==> config.mk <==
export PLATFORM = sky130hd
export DESIGN_NAME = clk_div_multi
export DESIGN_NICKNAME = d
export VERILOG_FILES = /design/src/rtl/clk_div_multi.sv
export SDC_FILE = /design/constraint.sdc
export NUM_CORES = 1
export LEC_CHECK = 0
export BUFFER_PORTS_ARGS = -buffer_cell sky130_fd_sc_hd__buf_4
export CELL_PAD_IN_SITES_DETAIL_PLACEMENT = 1
export CELL_PAD_IN_SITES_GLOBAL_PLACEMENT = 2
export CORE_MARGIN = 10
export CORE_UTILIZATION = 48
export CTS_CLUSTER_SIZE = 20
export DETAILED_ROUTE_END_ITERATION = 12
export GPL_TIMING_DRIVEN = 0
export PLACE_DENSITY = 0.86
export SYNTH_ARGS = -nofsm -noshare
export SYNTH_HDL_FRONTEND = slang
export SYNTH_SLANG_ARGS = --single-unit
==> constraint.sdc <==
create_clock -name clk -period 50.9 [get_ports clk]
set_input_delay 12.725 -clock clk [delete_from_list [all_inputs] [get_ports clk]]
set_output_delay 12.725 -clock clk [all_outputs]
set_load 0.02 [all_outputs]
==> src/rtl/clk_div_multi.sv <==
// rtl/clk_div_multi.sv - multi-channel programmable clock divider with shadowed config
//
// Purpose:
//   CHANNELS independent divider channels. Each channel has a counter that
//   runs from 0 up to a terminal count P, giving a period of P+1 cycles. The
//   channel output is high for the first H cycles of each period. A tick
//   pulses in the first cycle of each period.
//   Period and high time are written into a per-channel shadow and copied to
//   the active settings only at a period boundary, or on the next edge while
//   the channel is disabled, so a running waveform never shows a runt period.
//   A global sync strobe forces every enabled channel to restart its period.
//
// Optional feature (define CLK_DIV_MULTI_POLARITY_EN):
//   Adds input cfg_inv, shadowed and applied together with period/high.
//   A channel whose active inv bit is set drives an inverted clk_out while
//   running and idles at 1 while disabled. tick is unaffected.
//
// Ports:
//   clk          system clock
//   reset        asynchronous, active-high reset
//   ch_en        per-channel run enable (level)
//   sync         one-cycle strobe; every enabled channel wraps on this edge
//   cfg_wr       config write strobe
//   cfg_ch       target channel of the write; values >= CHANNELS are ignored
//   cfg_period   terminal count P (period is P+1 cycles)
//   cfg_high     high time H in cycles
//   cfg_inv      (optional) output polarity for the target channel
//   cfg_pending  per channel: shadow written but not yet applied
//   clk_out      divided waveform, registered
//   tick         one-cycle pulse in the first cycle of each period, registered

module clk_div_multi #(
  parameter int unsigned       WIDTH          = 24,
  parameter int unsigned       CHANNELS       = 4,
  parameter int unsigned       CH_W           = 2,
  parameter logic [WIDTH-1:0]  DEFAULT_PERIOD = 24'd15999999,
  parameter logic [WIDTH-1:0]  DEFAULT_HIGH   = 24'd8000000
) (
  input  logic                clk,
  input  logic                reset,
  input  logic [CHANNELS-1:0] ch_en,
  input  logic                sync,
  input  logic                cfg_wr,
  input  logic [CH_W-1:0]     cfg_ch,
  input  logic [WIDTH-1:0]    cfg_period,
  input  logic [WIDTH-1:0]    cfg_high,
`ifdef CLK_DIV_MULTI_POLARITY_EN
  input  logic                cfg_inv,
`endif
  output logic [CHANNELS-1:0] cfg_pending,
  output logic [CHANNELS-1:0] clk_out,
  output logic [CHANNELS-1:0] tick
);

  localparam logic [WIDTH-1:0] CNT_ONE = WIDTH'(1);

  for (genvar i = 0; i < CHANNELS; i++) begin : g_ch

    // Registered channel state
    logic [WIDTH-1:0] cnt;
    logic [WIDTH-1:0] act_period;
    logic [WIDTH-1:0] act_high;
    logic [WIDTH-1:0] shd_period;
    logic [WIDTH-1:0] shd_high;
    logic             pending;
    logic             out_q;
    logic             tick_q;

    // Next-state values
    logic [WIDTH-1:0] cnt_nxt;
    logic [WIDTH-1:0] act_period_nxt;
    logic [WIDTH-1:0] act_high_nxt;
    logic             pending_nxt;
    logic             out_nxt;
    logic             tick_nxt;

    logic             sel;
    logic             wrap;
    logic             apply;
    logic             high_phase;

`ifdef CLK_DIV_MULTI_POLARITY_EN
    logic             act_inv;
    logic             shd_inv;
    logic             act_inv_nxt;
`endif

    // cfg_ch values at or above CHANNELS match no channel, so such writes
    // are dropped without extra logic.
    assign sel   = cfg_wr && (cfg_ch == CH_W'(i));

    // sync landing on the terminal count is still just one wrap.
    assign wrap  = ch_en[i] && (sync || (cnt == act_period));

    // A disabled channel has no waveform to protect, so a pending shadow is
    // taken on the very next edge; a running one waits for its wrap.
    assign apply = pending && (wrap || !ch_en[i]);

    always_comb begin
      act_period_nxt = apply ? shd_period : act_period;
      act_high_nxt   = apply ? shd_high   : act_high;

      // Holding a disabled counter at its terminal count makes the first
      // enabled edge a wrap, so the channel starts with a full period.
      if (!ch_en[i]) begin
        cnt_nxt = act_period_nxt;
      end else if (wrap) begin
        cnt_nxt = '0;
      end else begin
        cnt_nxt = cnt + CNT_ONE;
      end

      // A write on the wrap edge is not consumed by that wrap: apply uses
      // the old shadow and the new write stays pending.
      if (sel) begin
        pending_nxt = 1'b1;
      end else if (apply) begin
        pending_nxt = 1'b0;
      end else begin
        pending_nxt = pending;
      end
    end

    // Outputs are computed from the post-edge counter and settings so that
    // they line up with the cycle the counter is in.
    assign high_phase = cnt_nxt < act_high_nxt;
    assign tick_nxt   = ch_en[i] && (cnt_nxt == '0);

`ifdef CLK_DIV_MULTI_POLARITY_EN
    assign act_inv_nxt = apply ? shd_inv : act_inv;
    assign out_nxt     = ch_en[i] ? (high_phase ^ act_inv_nxt) : act_inv_nxt;
`else
    assign out_nxt     = ch_en[i] && high_phase;
`endif

    always_ff @(posedge clk or posedge reset) begin
      if (reset) begin
        cnt        <= DEFAULT_PERIOD;
        act_period <= DEFAULT_PERIOD;
        act_high   <= DEFAULT_HIGH;
        shd_period <= DEFAULT_PERIOD;
        shd_high   <= DEFAULT_HIGH;
        pending    <= 1'b0;
        out_q      <= 1'b0;
        tick_q     <= 1'b0;
      end else begin
        cnt        <= cnt_nxt;
        act_period <= act_period_nxt;
        act_high   <= act_high_nxt;
        pending    <= pending_nxt;
        out_q      <= out_nxt;
        tick_q     <= tick_nxt;
        if (sel) begin
          shd_period <= cfg_period;
          shd_high   <= cfg_high;
        end
      end
    end

`ifdef CLK_DIV_MULTI_POLARITY_EN
    always_ff @(posedge clk or posedge reset) begin
      if (reset) begin
        act_inv <= 1'b0;
        shd_inv <= 1'b0;
      end else begin
        act_inv <= act_inv_nxt;
        if (sel) begin
          shd_inv <= cfg_inv;
        end
      end
    end
`endif

    assign cfg_pending[i] = pending;
    assign clk_out[i]     = out_q;
    assign tick[i]        = tick_q;

  end : g_ch

endmodule

==> summary.txt <==
Synthesis
  – Seq/Total Area, Yosys: 0.515
  – Register bit total from synthesis: 492
  – Largest family of logic cells by synthesized area: multiplexers
  – Mean Syn Cell Area: 12.3 um^2
  – Simple-Gate Fraction of Synth Area: 0.0705
  – Number of flops mapped to enable cells by yosys: 0
  – Synth top area cells: dfstp_2 27%, dfrtp_1 25%, mux2_2 14%, mux2i_1 6.9%, ha_1 4.9%
  – Yosys Warn Count: 0
  – Synthesized-area fraction occupied by adder cells: 0.0490
  – Syn_nets: 2,142
  – Post-synth top area cell: dfstp_2
  – Gate Count Post-Synth: ~2,000
  – Post-synth top area share: 0.266
  – Post-synthesis compound-gate area fraction: 0.0552
  – Mapped Area: 24,500 um^2
  – Post-synthesis mux area share: 0.207
  – Synth Area in XOR/XNOR: 0.0678
  – Async SR Flop Fraction: 1.00
  – Primary FF master, synth: dfstp_2
  – Number of distinct library cells after synthesis: 60

Place
  – Routability Congestion: slightly below 0.9
  – Dpl cell area: 26,000 um^2
  – HPWL after detailed placement: 54,500 um
  – Worst-case setup slack after placement: 33.32 ns
  – Port Buffer Count: 68

Timing
  – Setup_tns: 0 ns
  – Fin crit period: around 17 ns
  – Setup violations, final: 0
  – RSZ-0062 raised after global routing: false
  – Setup WS post-layout: approximately 34 ns
  – Max-slew headroom: 0.159
  – F_max: 58.8 MHz
  – Tcrit/Tclk final: 0.334
  – Pins Over Slew Limit: 0
  – Final hold slack: 0.495 ns
  – Hold Vio Cnt, Final: 0
  – Worst Max-Slew Pin Slew: between 1 and 1.5 ns
  – Worst Skew: 0.0211 ns

Pwr
  – Max VDD drop: roughly 0.029 mV
  – Pwr Total: 1.46 mW
  – Cell Pwr Density: 52.1 nW/um^2
  – Leakage: ~12 nW

Flow run
  – Max Cap Violations: 0

Clock tree
  – Latest clock arrival within the worst-skew pair: 0.62 ns
  – CTS Hold Bufs: 0
  – CTS buffer count: 53
  – CTS Sinks: 492
  – Maximum clock insertion buffer count: 3
  – CTS resizes: 0
  – CTS H-tree depth: 2
  – Setup bufs post-CTS: 0
  – CTS tree: yes
  – Clk slew on worst S/H paths: 0.06 ns
  – Clock root buffer: clkbuf_16

GRT
  – Vias in the first global route: 18,100
  – Global-route wire length before repair: 113,000 um
  – Largest net degree at the start of global routing: 136
  – GRT Total Usage: 0.248
  – Total grt overflow: 0
  – Antenna violations before repair: 11

Critical path
  – CP arrival: 17.43 ns
  – Setup crit end kind: flop
  – Critical Path Fanout Max: 10
  – Element type at the critical path start: input port
  – WS Path Type: in2reg
  – Worst EP required: 51.33 ns

Cells and area
  – Commonest non-fill, non-tap cell in the layout: mux2_2
  – Post-layout nets: around 2,300
  – Most frequent cells in the layout: 299 x mux2_2, 248 x dfstp_2, 244 x dfrtp_1
  – Area Overhead vs Synth: 14.3%
  – Final instance area: 28,000 um^2
  – Layout cells sized above 1: 0.353
  – Fill count: approximately 5,100

Hold path
  – Tightest Hold Check Type: reg2reg

Floorplanning
  – Horiz. Die Dim: 246 um
  – Starting density of the core: 0.487
  – Die height: 246 um
  – Core area: 50,400 um^2
  – Ports: 70
  – # rows: 82
  – Die ar.: 60,500 um^2

Detailed routing
  – Pre-antenna DRT Iters: 5
  – # DRC: 0
  – Initial DRC count: 1,051
  – Wirelength per Cell: 26.4 um
  – DRT Wirelength: 74,900 um
  – Vias: 16,500
  – Via/cell ratio: 5.79
  – Detail Route Antenna Nets: 0

Run status
  – Outcome: finished, final reports clean
## stage by stage
stage,utilization,cells
floorplan,-,1988
global placement,0.514,2728
detailed placement,0.516,2732
CTS,0.556,2832
global route,0.556,2832
finish,0.556,2839
## layer usage
layer	part of all wire	track usage	vias up
met1	0.43	0.321	8652
li1	-	-	7324
met2	0.48	0.405	349
met3	0.050	0.0380	125
met5	0	0	-
met4	0.040	0.107	0
## power by group
| part | switching, mW | internal [mW] | total (mW) |
|---|---|---|---|
| Clock | 0.168 | 0.274 | 0.442 |
| Sequential | 0.0867 | 0.539 | 0.626 |
| Combinational | 0.211 | 0.181 | 0.392 |
## critical path: stages
cell       delay [ns]
clkbuf_1         0.45
nor2_1           0.23
o21ai_1          0.18
nand2_1          0.22
buf_1            0.63
buf_1            0.70
mux2i_1          0.35
ha_1             0.29
a21o_1           0.17
a211o_1          0.31
a2111oi_0        0.48
a21oi_1          0.16
nor4_1           0.53
## cells in the mapped netlist (4+ instances only)
cell and instances:
nor2b_1 8, mux2_2 299, buf_4 12, nand3_1 56, nand4_1 40, a31oi_1 7
a211o_1 5, or3_1 5, nand2b_1 8, and3_1 15, nor3_1 23, or2_2 4
ha_1 96, o31ai_1 5, a21o_1 23, buf_6 4, nor2_1 53, o21ai_0 34
buf_2 17, buf_1 27, clkbuf_1 40, or4_1 5, inv_1 111, xor2_1 79
and2_1 5, xnor2_1 107, mux2i_1 170, a21oi_1 24, nand2_1 58, and4_1 14
dfstp_2 248, dfrtp_1 244, o211ai_1 6, a2111oi_0 4, nor4_1 21, o22ai_1 71
a211oi_1 6
## worst paths after layout
path	start	end	slack, ns	cells past startpoint
setup / recovery	sync	g_ch[3].out_q	33.90	13
hold / removal	g_ch[3].act_high[2]	g_ch[3].act_high[2]	0.49	2
setup reg to reg	g_ch[3].cnt[4]	g_ch[3].out_q	45.38	15
hold reg to reg	g_ch[3].act_high[2]	g_ch[3].act_high[2]	0.49	2
max in group asynchronous	reset	g_ch[1].act_period[16]	36.74	5
min in group asynchronous	reset	g_ch[3].shd_high[2]	12.06	2
## registers in the layout, indices dropped and copies added, names as in the netlist
register and flops:
g_ch.act_high 96, g_ch.cnt 96, g_ch.act_period 96, g_ch.pending 4
g_ch.shd_high 96, g_ch.tick_q 4, g_ch.out_q 4, g_ch.shd_period 96
## cell families (layout without fill, tap and decap cells)
kind of cell,count (synthesis),in the layout
compound gates,207,207
xor+xnor,188,188
fa+ha+maj,96,96
buf+inv,211,383
flops,492,492
mux,469,469
other cells,0,7
simple gates,325,325
## final cells by class
type / instances / area [um^2] / share of cell area
flip-flops and latches: 492 / 12600 / 0.450
multi-input cells: 1285 / 11000 / 0.393
clock buffers: 78 / 1640 / 0.0586
well taps: 672 / 841 / 0.0300
repair buffers: 72 / 621 / 0.0221
plain buffers: 100 / 472 / 0.0168
inverters: 111 / 424 / 0.0151
clock inverters: 22 / 373 / 0.0133
diodes: 7 / 17.5 / 0.000625
No activity file was read; power rests on OpenSTA's default activity.
